$ cat src/rtl/em_slot_arbiter_pkg.sv
// Shared types and constants for the Execute->Memory slot arbiter.
// Holds the pipeline payload layout and the requester index numbering.
// No logic lives here.
package em_slot_arbiter_pkg;

  localparam int WORD_SIZE = 32;
  localparam int ROB_ID_W  = 7;
  localparam int CNT_W     = 16;

  // Requester numbering: bit 0 is the ALU pipe, bit 1 the multiplier pipe
  localparam logic REQ_ALU = 1'b0;
  localparam logic REQ_MUL = 1'b1;

  typedef struct packed {
    logic [1:0]           itype;
    logic [WORD_SIZE-1:0] pc;
    logic [2:0]           funct3;
    logic [WORD_SIZE-1:0] result;
    logic [WORD_SIZE-1:0] s2;
    logic [ROB_ID_W-1:0]  rob_id;
  } em_payload_t;

endpackage

$ cat src/rtl/em_slot_arbiter_if.sv
// Bundle of the two requester channels and the E_M_Stage facing payload.
// Purely structural; latency and backpressure are set by whoever drives it.
// slave = arbiter view, master = requester/E_M view.
interface em_slot_arbiter_if #(
  parameter int WORD_SIZE = 32,
  parameter int ROB_ID_W  = 7
);
  // requester side, index 0 = ALU, index 1 = MUL
  logic [1:0]                     req_valid;
  logic [1:0]                     req_ready;
  logic [1:0][1:0]                req_type;
  logic [1:0][WORD_SIZE-1:0]      req_pc;
  logic [1:0][2:0]                req_funct3;
  logic [1:0][WORD_SIZE-1:0]      req_result;
  logic [1:0][WORD_SIZE-1:0]      req_s2;
  logic [1:0][ROB_ID_W-1:0]       req_rob_id;

  // E_M_Stage side
  logic [1:0]                     instruction_type;
  logic [WORD_SIZE-1:0]           pc;
  logic [2:0]                     funct3;
  logic [WORD_SIZE-1:0]           aluResult;
  logic [WORD_SIZE-1:0]           s2;
  logic [ROB_ID_W-1:0]            rob_id;
  logic                           valid;
  logic                           stall;

  modport slave (
    input  req_valid, req_type, req_pc, req_funct3, req_result, req_s2, req_rob_id,
    output req_ready, instruction_type, pc, funct3, aluResult, s2, rob_id, valid, stall
  );

  modport master (
    output req_valid, req_type, req_pc, req_funct3, req_result, req_s2, req_rob_id,
    input  req_ready, instruction_type, pc, funct3, aluResult, s2, rob_id, valid, stall
  );
endinterface

$ cat src/rtl/em_slot_arbiter_rr_arbiter2.sv
// Two-way round-robin grant with a registered last-grant pointer.
// Zero-latency combinational grant; pointer updates on the edge after a grant.
// block forces no grant and freezes the pointer.
module rr_arbiter2 (
  input  logic       clk,
  input  logic       reset,
  input  logic [1:0] req,
  input  logic       block,
  output logic [1:0] gnt
);

  logic last_grant_q;
  logic last_grant_d;

  // grant the lone requester, or on a tie the one that did not win last
  always_comb begin
    gnt = 2'b00;
    if (!block) begin
      case (req)
        2'b01:   gnt = 2'b01;
        2'b10:   gnt = 2'b10;
        2'b11:   gnt = last_grant_q ? 2'b01 : 2'b10;
        default: gnt = 2'b00;
      endcase
    end
  end

  // remember the winner; hold the pointer on idle, stalled or flushed cycles
  always_comb begin
    last_grant_d = last_grant_q;
    if (|gnt) last_grant_d = gnt[1];
  end

  // pointer resets to 1 so the ALU wins the first tie
  always_ff @(posedge clk or posedge reset) begin
    if (reset) last_grant_q <= 1'b1;
    else       last_grant_q <= last_grant_d;
  end

endmodule

$ cat src/rtl/em_slot_arbiter.sv
// Shares the single E->M pipeline slot between the ALU and MUL pipes.
// Zero-latency combinational grant and payload mux; only pointer/counter are registered.
// mem_stall or flush withholds every grant; requesters hold until they see req_ready.
module em_slot_arbiter
  import em_slot_arbiter_pkg::*;
#(
  parameter int WORD_SIZE = em_slot_arbiter_pkg::WORD_SIZE,
  parameter int ROB_ID_W  = em_slot_arbiter_pkg::ROB_ID_W,
  parameter int CNT_W     = em_slot_arbiter_pkg::CNT_W
) (
  input  logic             clk,
  input  logic             reset,
  input  logic             mem_stall,
  input  logic             flush,
  em_slot_arbiter_if.slave bus,
  output logic [CNT_W-1:0] conflict_cnt
);

  typedef struct packed {
    logic [1:0]           itype;
    logic [WORD_SIZE-1:0] pc;
    logic [2:0]           funct3;
    logic [WORD_SIZE-1:0] result;
    logic [WORD_SIZE-1:0] s2;
    logic [ROB_ID_W-1:0]  rob_id;
  } pld_t;

  logic [1:0]       gnt;
  logic             block;
  logic             sel;
  pld_t             pld_sel;
  logic [CNT_W-1:0] conflict_cnt_q;
  logic [CNT_W-1:0] conflict_cnt_d;

  // reset is folded in so no grant leaks out while it is asserted
  assign block = mem_stall | flush | reset;

  rr_arbiter2 u_rr (
    .clk   (clk),
    .reset (reset),
    .req   (bus.req_valid),
    .block (block),
    .gnt   (gnt)
  );

  // payload mux: MUL only when it holds the grant, otherwise ALU (qualified by valid)
  always_comb begin
    sel            = gnt[1] ? REQ_MUL : REQ_ALU;
    pld_sel.itype  = bus.req_type[sel];
    pld_sel.pc     = bus.req_pc[sel];
    pld_sel.funct3 = bus.req_funct3[sel];
    pld_sel.result = bus.req_result[sel];
    pld_sel.s2     = bus.req_s2[sel];
    pld_sel.rob_id = bus.req_rob_id[sel];
  end

  assign bus.req_ready        = gnt;
  assign bus.valid            = |gnt;
  assign bus.stall            = mem_stall;
  assign bus.instruction_type = pld_sel.itype;
  assign bus.pc               = pld_sel.pc;
  assign bus.funct3           = pld_sel.funct3;
  assign bus.aluResult        = pld_sel.result;
  assign bus.s2               = pld_sel.s2;
  assign bus.rob_id           = pld_sel.rob_id;

  // count cycles where both pipes asked and one had to wait; saturate at all-ones
  always_comb begin
    conflict_cnt_d = conflict_cnt_q;
    if ((&bus.req_valid) && !mem_stall && !flush && (conflict_cnt_q != {CNT_W{1'b1}}))
      conflict_cnt_d = conflict_cnt_q + 1'b1;
  end

  // counter clears asynchronously so it reads zero as soon as reset rises
  always_ff @(posedge clk or posedge reset) begin
    if (reset) conflict_cnt_q <= '0;
    else       conflict_cnt_q <= conflict_cnt_d;
  end

  assign conflict_cnt = conflict_cnt_q;

endmodule
$ cat src/flat_wrapper.sv
// flat-port wrapper written by rule: the top's interface ports become plain ports
module em_slot_arbiter_flat import em_slot_arbiter_pkg::*;
#(
  parameter int WORD_SIZE = em_slot_arbiter_pkg::WORD_SIZE,
  parameter int ROB_ID_W  = em_slot_arbiter_pkg::ROB_ID_W,
  parameter int CNT_W     = em_slot_arbiter_pkg::CNT_W
)
  (clk, reset, mem_stall, flush, conflict_cnt, bus_req_valid, bus_req_type, bus_req_pc, bus_req_funct3, bus_req_result, bus_req_s2, bus_req_rob_id, bus_req_ready, bus_instruction_type, bus_pc, bus_funct3, bus_aluResult, bus_s2, bus_rob_id, bus_valid, bus_stall);
  em_slot_arbiter_if #(.WORD_SIZE(WORD_SIZE), .ROB_ID_W(ROB_ID_W)) bus_i ();
  input  logic clk;
  input  logic reset;
  input  logic mem_stall;
  input  logic flush;
  output logic [CNT_W-1:0] conflict_cnt;
  input wire logic [$bits(bus_i.req_valid)-1:0] bus_req_valid;
  input wire logic [$bits(bus_i.req_type)-1:0] bus_req_type;
  input wire logic [$bits(bus_i.req_pc)-1:0] bus_req_pc;
  input wire logic [$bits(bus_i.req_funct3)-1:0] bus_req_funct3;
  input wire logic [$bits(bus_i.req_result)-1:0] bus_req_result;
  input wire logic [$bits(bus_i.req_s2)-1:0] bus_req_s2;
  input wire logic [$bits(bus_i.req_rob_id)-1:0] bus_req_rob_id;
  output wire logic [$bits(bus_i.req_ready)-1:0] bus_req_ready;
  output wire logic [$bits(bus_i.instruction_type)-1:0] bus_instruction_type;
  output wire logic [$bits(bus_i.pc)-1:0] bus_pc;
  output wire logic [$bits(bus_i.funct3)-1:0] bus_funct3;
  output wire logic [$bits(bus_i.aluResult)-1:0] bus_aluResult;
  output wire logic [$bits(bus_i.s2)-1:0] bus_s2;
  output wire logic [$bits(bus_i.rob_id)-1:0] bus_rob_id;
  output wire logic [$bits(bus_i.valid)-1:0] bus_valid;
  output wire logic [$bits(bus_i.stall)-1:0] bus_stall;
  assign bus_i.req_valid = bus_req_valid;
  assign bus_i.req_type = bus_req_type;
  assign bus_i.req_pc = bus_req_pc;
  assign bus_i.req_funct3 = bus_req_funct3;
  assign bus_i.req_result = bus_req_result;
  assign bus_i.req_s2 = bus_req_s2;
  assign bus_i.req_rob_id = bus_req_rob_id;
  assign bus_req_ready = bus_i.req_ready;
  assign bus_instruction_type = bus_i.instruction_type;
  assign bus_pc = bus_i.pc;
  assign bus_funct3 = bus_i.funct3;
  assign bus_aluResult = bus_i.aluResult;
  assign bus_s2 = bus_i.s2;
  assign bus_rob_id = bus_i.rob_id;
  assign bus_valid = bus_i.valid;
  assign bus_stall = bus_i.stall;
  em_slot_arbiter #(.WORD_SIZE(WORD_SIZE), .ROB_ID_W(ROB_ID_W), .CNT_W(CNT_W)) u_core (.clk(clk), .reset(reset), .mem_stall(mem_stall), .flush(flush), .bus(bus_i), .conflict_cnt(conflict_cnt));
endmodule
$ cat config.mk
export PLATFORM = sky130hd
export DESIGN_NAME = em_slot_arbiter_flat
export DESIGN_NICKNAME = d
export VERILOG_FILES = /design/src/rtl/em_slot_arbiter_pkg.sv /design/src/rtl/em_slot_arbiter_if.sv /design/src/rtl/em_slot_arbiter_rr_arbiter2.sv /design/src/rtl/em_slot_arbiter.sv /design/src/flat_wrapper.sv
export SDC_FILE = /design/constraint.sdc
export NUM_CORES = 1
export LEC_CHECK = 0
export CORE_AREA = 2 2 135 137
export DETAILED_ROUTE_END_ITERATION = 8
export DIE_AREA = 0 0 137 139
export PLACE_DENSITY = 0.48
export REMOVE_ABC_BUFFERS = 1
export SYNTH_ARGS = -nofsm -noshare
export SYNTH_HDL_FRONTEND = slang
export SYNTH_SLANG_ARGS = --single-unit
$ cat constraint.sdc
create_clock -name clk -period 3.3 [get_ports clk]
set_input_delay 0.66 -clock clk [delete_from_list [all_inputs] [get_ports clk]]
set_output_delay 0.66 -clock clk [all_outputs]
set_load 0.01 [all_outputs]
-- Word level (Yosys, flattened, before mapping)
Index checks and enable logic that the tools add are counted.
- reduce and logical (&&, ||, !) cells: 7
- eq/ne operators: 4
- bitwise operators: 2
- add/subtract/negate cells: 1
- magnitude comparators: 1
- multiplexer cells: 16
- operators by type and width (operator ; count):
    two-way mux 32 bit ; 6
    adder 16 x 1 -> 16 bit (second input constant) ; 1
    != test 16 bit (second input constant) ; 1
    two-way mux 7 bit ; 2
    two-way mux 2 bit ; 4
    two-way mux 3 bit ; 2
    case mux 2 bit (3 select lines) ; 1
    == test 2 bit (second input constant) ; 2
    logical AND 1 bit ; 3
    == test 2 x 1 -> 1 bit (second input constant) ; 1
    zero test 1 bit ; 2
    less-than comparator 1 x 2 -> 1 bit (second input constant) ; 1
    OR 1 bit ; 2
    AND reduction 2 bit ; 1
    OR reduction 2 bit ; 1
    two-way mux 1 bit ; 1
- input bits: 222
- word-level logic and storage cells: 33
- register bits after elaboration: 17
- output and inout port bits: 128

-- Logic depth before layout (Yosys ltp)
- word-level depth: 6
- depth in mapped cells: 6
- mapped depth without buffers: 5

-- Modules after synthesis
From an unflattened synthesis, not the netlist that was laid out.
- cells, all modules: 205
- area total of the unflattened synthesis: 2177.1 µm²
- by module, submodules not included (module ; area each (µm²) ; cells an instance ; times used ; sequential area each (µm²)):
    em_slot_arbiter ; 2102.0 ; 197 ; 1 ; 400.4
    rr_arbiter2 ; 75.1 ; 8 ; 1 ; 26.3

-- Worst setup path after synthesis
No wires, ideal clock.
- kind: in2out
- start point: input port bus_req_valid[0]
- end point: output port bus_aluResult[0]
- data arrival time: 1.551 ns
- setup slack: 1.089 ns
- path buffers: 2
- data required time: 2.640 ns
- stages on the path: 5
- path through: a21oi_1 > nand3_1 > buf_2 > buf_2 > mux2_2
- longest elaborated chain between the ends: 6
- elaborated cells on any way between the ends: 8
- those cells by class: eq/ne: 3; mux: 5
- ends and longest elaborated chain (what ; line ; source):
    from (decl) ; flat_wrapper.sv:15 ; input wire logic [$bits(bus_i.req_valid)-1:0] bus_req_valid;
    == test 2 bit or == test 2 x 1 -> 1 bit (tied branches) ; em_slot_arbiter_rr_arbiter2.sv:19 ; case (req)
    case mux 2 bit (3 select lines) (*) ; em_slot_arbiter_rr_arbiter2.sv:19 ;
    two-way mux 2 bit (*) ; em_slot_arbiter_rr_arbiter2.sv:18 ; if (!block) begin
    two-way mux 1 bit (*) ; em_slot_arbiter.sv:48 ; sel = gnt[1] ? REQ_MUL : REQ_ALU;
    two-way mux 32 bit (not written as such) (*) (2 in series) ; em_slot_arbiter.sv:52 ; pld_sel.result = bus.req_result[sel];
    to (decl) ; flat_wrapper.sv:26 ; output wire logic [$bits(bus_i.aluResult)-1:0] bus_aluResult;
Mark *: on every way between the ends. The rest lies on a longest branch, timed or not. The select of a mux whose other input is x is not followed.

-- Worst setup path in the final report
- start point: input port bus_req_valid[0]
- end point: output port bus_aluResult[29]
The elaborated chain is that of the path after synthesis.

==> impl_metrics.ini <==
[logic_synthesis]
ys_seq_elements = 17
yosysSeqAreaShare = 0.189
postSynthCellCount = 213
syn_avg_cell_area_um2 = 10.6
synth_cell_types = 32
synth_area_um2 = 2260
yosysWarnings = 0

[cells_and_area]
multi_input_area_um2 = 1730
postLayoutCoreUtil = 0.349
fillers = 1792
area.growth.synth_to_final_pct = 173
final_net_count = 786
diodes = 0
layout.area.seq_um2 = 427
layout-drive-gt1-share = 0.253
final_area_um2 = 6170

[timing]
period_minus_slack_ps = 3200
max_freq_ghz = 0.312
finalWorstSetupSlack_ps = 95.8
hold_ws_ps = 505
tightest_slew_ps = 681
finalClockSkew_ps = 1.98
setup-violations-final = 0
rsz0062_at_grt = false
slew_headroom = 0.545
hold_viol = 0
drv_slew = 0
fin_crit_sh = 0.971

[cts]
cts_sinks = 17
cts_buffer_depth = 2
postCtsHoldBufs = 0
cts_tree = done
cts-root-buf = clkbuf_16
numCtsBuffers = 3
htree_num_levels = 1
clk_pin_slew_ps = 50
clock_latency_ps = 250
postCtsSetupRepairBufs = 0

[placement]
gp_congestion = 0.848
hpwl_um = 13100
pre_cts_ws_ps = -31.3
io_buffers = 349
placedInstanceArea_um2 = 6070

[power]
p_per_area_nw_per_um2 = 209
ir_worst_vdd_uv = 130
finalPower_mw = 1.29
leakagePower_nw = 2.36

[setup_path]
path_delay_family = buffers and inverters
cp.buffers_inverters = 3
cpMostUsedCell = clkdlybuf4s50_1
path_cells = clkdlybuf4s50_1 -> a21oi_2 -> nand3_4 -> buf_12 -> mux2_2 -> clkdlybuf4s50_1
worst-path-max-fanout = 36
cp.required_ps = 2640
max_stage_delay_ps = 530
critPathSlowestCell = clkdlybuf4s50_1
arrival_ps = 2540
crit_path_start_kind = input pin
endpoint_kind = output pin
critPathKind = in2out

[die]
die-area_um2 = 19000
placementRows = 49
core_area_um2 = 17700
fp.dieH_um = 139
start_util = 0.128
ios = 350
die_w_um = 137

[drt]
vias_per_cell = 3.89
drt_wl_total_um = 14700
ant_nets = 0
route.detailed.drc = 0
routedWlPerCell_um = 18.6
drt_iter0_drc = 46
vias = 3077
first_pass_iters = 4

[outcome]
status = finished, final reports clean

[flow_run]
maxCapViolations = 0

[grt]
grt_start_max_net_pins = 37
track_usage = 0.147
overflow = 0
grt_first_pass_wirelength_um = 20900
grt_pass1_vias = 3398
antenna_found_initial = 0

[min_path]
hold_path_class = reg2reg
-- Yosys cell counts --
| cell | number | area share |
|---|---|---|
| nand2_1 | 8 | 0.013 |
| o2111a_1 | 1 | 0.0050 |
| and4_1 | 2 | 0.0078 |
| nor3_2 | 1 | 0.0044 |
| o211ai_1 | 1 | 0.0033 |
| dfrtp_1 | 16 | 0.18 |
| nor3_1 | 2 | 0.0044 |
| o21ai_0 | 2 | 0.0044 |
| nor2b_1 | 1 | 0.0028 |
| mux2_4 | 1 | 0.0066 |
| xor2_1 | 1 | 0.0039 |
| buf_6 | 1 | 0.0050 |
| mux2_2 | 112 | 0.56 |
| buf_2 | 12 | 0.027 |
| and3_1 | 3 | 0.0083 |
| nand3_1 | 7 | 0.016 |
| dfstp_2 | 1 | 0.012 |
| buf_4 | 4 | 0.013 |
| nand4_4 | 1 | 0.0094 |
| and4_2 | 1 | 0.0044 |
| nand4bb_4 | 1 | 0.012 |
| nand2b_1 | 2 | 0.0055 |
| or2_2 | 1 | 0.0028 |
| nor3_4 | 1 | 0.0072 |
| ha_1 | 1 | 0.0055 |
| xnor2_1 | 6 | 0.023 |
| and3_2 | 1 | 0.0033 |
| nor2_1 | 3 | 0.0050 |
| o21a_1 | 4 | 0.013 |
| a21oi_1 | 3 | 0.0066 |
| nand4_1 | 8 | 0.022 |
| inv_1 | 4 | 0.0066 |
-- sequential cells by signal (all words and copies together) (netlist names) --
register                  count
u_core.conflict_cnt          16
u_core.u_rr.last_grant_q      1
-- report_power, final --
part	total, mW	internal [mW]	switching, mW	leakage [nW]
sequential	0.279	0.239	0.0403	0.223
combinational	0.768	0.524	0.244	2.09
clock	0.244	0.162	0.0817	0.0409
-- worst min-delay path: stages, from the launching register on --
cell	delay (ps)
dfstp_2	380
o21ai_0	70
nand2_1	50
-- final timing paths --
path,start,endpoint,slack [ps],cells past startpoint
min in group asynchronous,reset,u_core.conflict_cnt[4],1010,3
max in group asynchronous,reset,u_core.conflict_cnt[8],1850,3
min reg2reg,u_core.u_rr.last_grant_q,u_core.u_rr.last_grant_q,500,2
min,u_core.u_rr.last_grant_q,u_core.u_rr.last_grant_q,500,2
max reg2reg,u_core.conflict_cnt[0],u_core.conflict_cnt[14],1440,5
max,bus_req_valid[0],bus_aluResult[29],100,6
-- per-stage QoR --
step           setup TNS (ps)  std cells
6_report                    0        791
3_3_place_gp             -104        787
4_1_cts                     0        791
2_1_floorplan         -198510        196
3_5_place_dp             -246        787
5_1_grt                     0        791
-- layer usage --
metal / routed length [µm] / up-vias / global-route usage
met3: 1440 / 18 / 0.0570
met1: 5210 / 1429 / 0.159
met2: 7760 / 140 / 0.269
met5: 0 / - / 0
met4: 307 / 0 / 0.0298
li1: - / 1490 / -
-- cell usage in the layout, fill, tap and decap left out, types with 2 or more instances in the layout --
cell type | netlist | routed
a21oi_1 | 3 | 2
and3_1 | 3 | 3
and4_1 | 2 | 2
buf_12 | 0 | 2
buf_4 | 4 | 9
buf_6 | 1 | 3
clkbuf_16 | 0 | 3
clkdlybuf4s50_1 | 0 | 347
dfrtp_1 | 16 | 16
inv_1 | 4 | 4
mux2_2 | 112 | 112
nand2_1 | 8 | 8
nand2b_1 | 2 | 2
nand3_1 | 7 | 6
nand4_1 | 8 | 8
nor2_1 | 3 | 2
nor3_1 | 2 | 2
o21a_1 | 4 | 4
o21ai_0 | 2 | 2
xnor2_1 | 6 | 6
-- kinds of logic after synthesis --
family | after synthesis | share of synthesized area
AOI/OAI and AO/OA | 11 | 0.0327
xor gates and xnor gates | 7 | 0.0272
adders and majority gates | 1 | 0.00554
buffers and inverters | 21 | 0.0516
DFF | 17 | 0.189
muxes | 113 | 0.565
and+or+nand+nor | 43 | 0.129
-- repair_timing --
action,4_1_cts,5_1_grt
setup endpoints to repair,23,25
pin swaps,0,2
cloned,0,0
endpoints found under the hold margin,0,0
resized for setup,1,5
-- cell type report --
| cell class | count | area share |
|---|---|---|
| timing repair buffer | 362 | 0.588 |
| sequential | 17 | 0.0692 |
| multi-input combinational | 175 | 0.281 |
| clock buffer | 3 | 0.0122 |
| inverter | 4 | 0.00243 |
| clock inverter | 1 | 0.000811 |
| tap | 229 | 0.0465 |
No activity file was read; power rests on OpenSTA's default activity.
==> variant (config.mk and constraints unchanged) <==
Make the reset (`reset`) synchronous in 2 clocked blocks. Comments in the files are not updated.
--- a/src/rtl/em_slot_arbiter_rr_arbiter2.sv
+++ b/src/rtl/em_slot_arbiter_rr_arbiter2.sv
@@ -34,3 +34,3 @@
   // pointer resets to 1 so the ALU wins the first tie
-  always_ff @(posedge clk or posedge reset) begin
+  always_ff @(posedge clk) begin
     if (reset) last_grant_q <= 1'b1;
--- a/src/rtl/em_slot_arbiter.sv
+++ b/src/rtl/em_slot_arbiter.sv
@@ -74,3 +74,3 @@
   // counter clears asynchronously so it reads zero as soon as reset rises
-  always_ff @(posedge clk or posedge reset) begin
+  always_ff @(posedge clk) begin
     if (reset) conflict_cnt_q <= '0;
Behaviour: differs if reset is asserted again (counterexample within 4 cycles, from zero or initial values and one cycle with reset high); with reset held inactive, the same outputs for 10 cycles.
==> variant against the unedited design <==
- power is 16% lower
- design area is 2.0% higher
- area after synthesis is 2.2% lower
- non-clock buffer count is 12 higher
- sequential cell count stayed put
- count of clock-buffer cells in the layout is 1 higher
- setup slack worse by 14 ps
- core utilization is 0.69 points higher
- global-route usage is 2.3 points higher
- fmax is 0.43% lower
- routed wire length is 17% higher
- critical path depth is 3 higher
- critical path type unchanged
==> variant: results <==
[global_route]
grt_pass1_wl_um = 24700
grt_pass1_vias = 4166
grtUsageTotal_pct = 17.0
grt_max_degree = 46
antenna_found_initial = 2

[final_layout]
fill_cells = 1958
num-nonclk-inverters = 6
nets = 1028
nNonClkBuffers = 374
bufAreaShareNonClock_pct = 60.6
sh_seq_area_pct = 5.41
n_antenna_cell = 2
multi_input_area_share_pct = 27.5
drive_gt1_share_pct = 5.35
clk_share_pct = 1.25
nClkBuffers = 4
multi_input_cells = 403
largest_reg_flops = 16

[clock_tree]
cts_buffer_depth = 2
cts-htree-levels = 1
post_cts_resized = 1
clock-sinks = 17
post-cts-setup-buffers = 0
clkTransAtPathRegs_ps = 50
cts-root-buf = clkbuf_16
cts_made_buffers = 3
clkLatencyLatePin_ps = 250

[critical_path]
worst_path_max_delay_cell = clkdlybuf4s50_1
path_max_fanout = 22
slowest_delay_ps = 550
crit_family = buffers and inverters
crit_arrival_ps = 2560

[drt]
wl_met3_um = 1120
drt_iter0_markers = 222
highest_layer = met4
num_vias = 4093
wl_met2_um = 9450
wl_met1_um = 6100
wl_um = 17200

[sta]
finalSetupTns_ps = 0
slew-limit-headroom_pct = 24.9
clock_skew_ps = 1.10

[yosys]
yosys_most_used_dff = dfxtp_1
synth_cell_types = 34
synthTopCellsByArea = nand2_1 (56%), dfxtp_1 (15%), clkbuf_1 (4.6%), a21oi_1 (1.8%), nand3_1 (1.8%)
synth_common_cells = nand2_1 (329), clkbuf_1 (27), dfxtp_1 (17)
async_reset_ff_share_pct = 0
seq_area_frac_synth_pct = 15.4
yosysWarnings = 0

[placed_design]
routabilityCongestion = 0.779
dpl_worst_slack_ps = -1.36
hpwlAfterDp_um = 14500

[pwr]
ir_drop_mv = 0.196
leakage_nw = 2.79
swShare_pct = 26.8

[run_status]
status = finished clean
[variant: worst paths after layout]
| check | startpoint | end | slack, ps | cells past startpoint |
|---|---|---|---|---|
| worst min register to register | u_core.u_rr.last_grant_q | u_core.u_rr.last_grant_q | 490 | 1 |
| worst min-delay path | u_core.u_rr.last_grant_q | u_core.u_rr.last_grant_q | 490 | 1 |
| worst max register to register | u_core.conflict_cnt[0] | u_core.conflict_cnt[4] | 1040 | 5 |
| worst max-delay path | mem_stall | bus_s2[27] | 80 | 9 |
[variant: power by group through the flow]
| stage | clock, mW | sequential [mW] | combinational [mW] |
|---|---|---|---|
| 6_report | 0.244 | 0.207 | 0.632 |
| 5_1_grt | 0.262 | 0.207 | 0.678 |
| 4_1_cts | 0.250 | 0.207 | 0.638 |
| 3_5_place_dp | 0 | 0.212 | 0.633 |
| 3_3_place_gp | 0 | 0.212 | 0.635 |
| 2_1_floorplan | 0 | 0.212 | 0.139 |
[variant: metrics by stage]
step	hold slack, ps	area, um2	instances	power, mW
floorplan	449	2080	426	0.351
global placement	467	6110	1027	0.847
detailed placement	473	6110	1027	0.845
CTS	485	6200	1031	1.10
global route	518	6290	1035	1.15
finish	489	6290	1035	1.08
[variant: layer usage]
| layer | GRT usage (%) | up-vias |
|---|---|---|
| met5 | 0 | - |
| met4 | 5.64 | 0 |
| met3 | 3.73 | 20 |
| met2 | 32.6 | 183 |
| met1 | 18.0 | 1765 |
| li1 | - | 2125 |
[variant: logic make-up (layout without fill, tap and decap cells)]
group	count (synthesis)	in the layout	synth area share, %
buffers and inverters	38	384	6.92
adder cells (fa/ha/maj)	1	1	0.567
flip-flops	17	17	15.4
other	0	2	0
AO/OA/AOI/OAI	22	22	6.52
multiplexers	3	3	1.47
AND/OR/NAND/NOR	376	376	68.7
XOR/XNOR	1	1	0.397
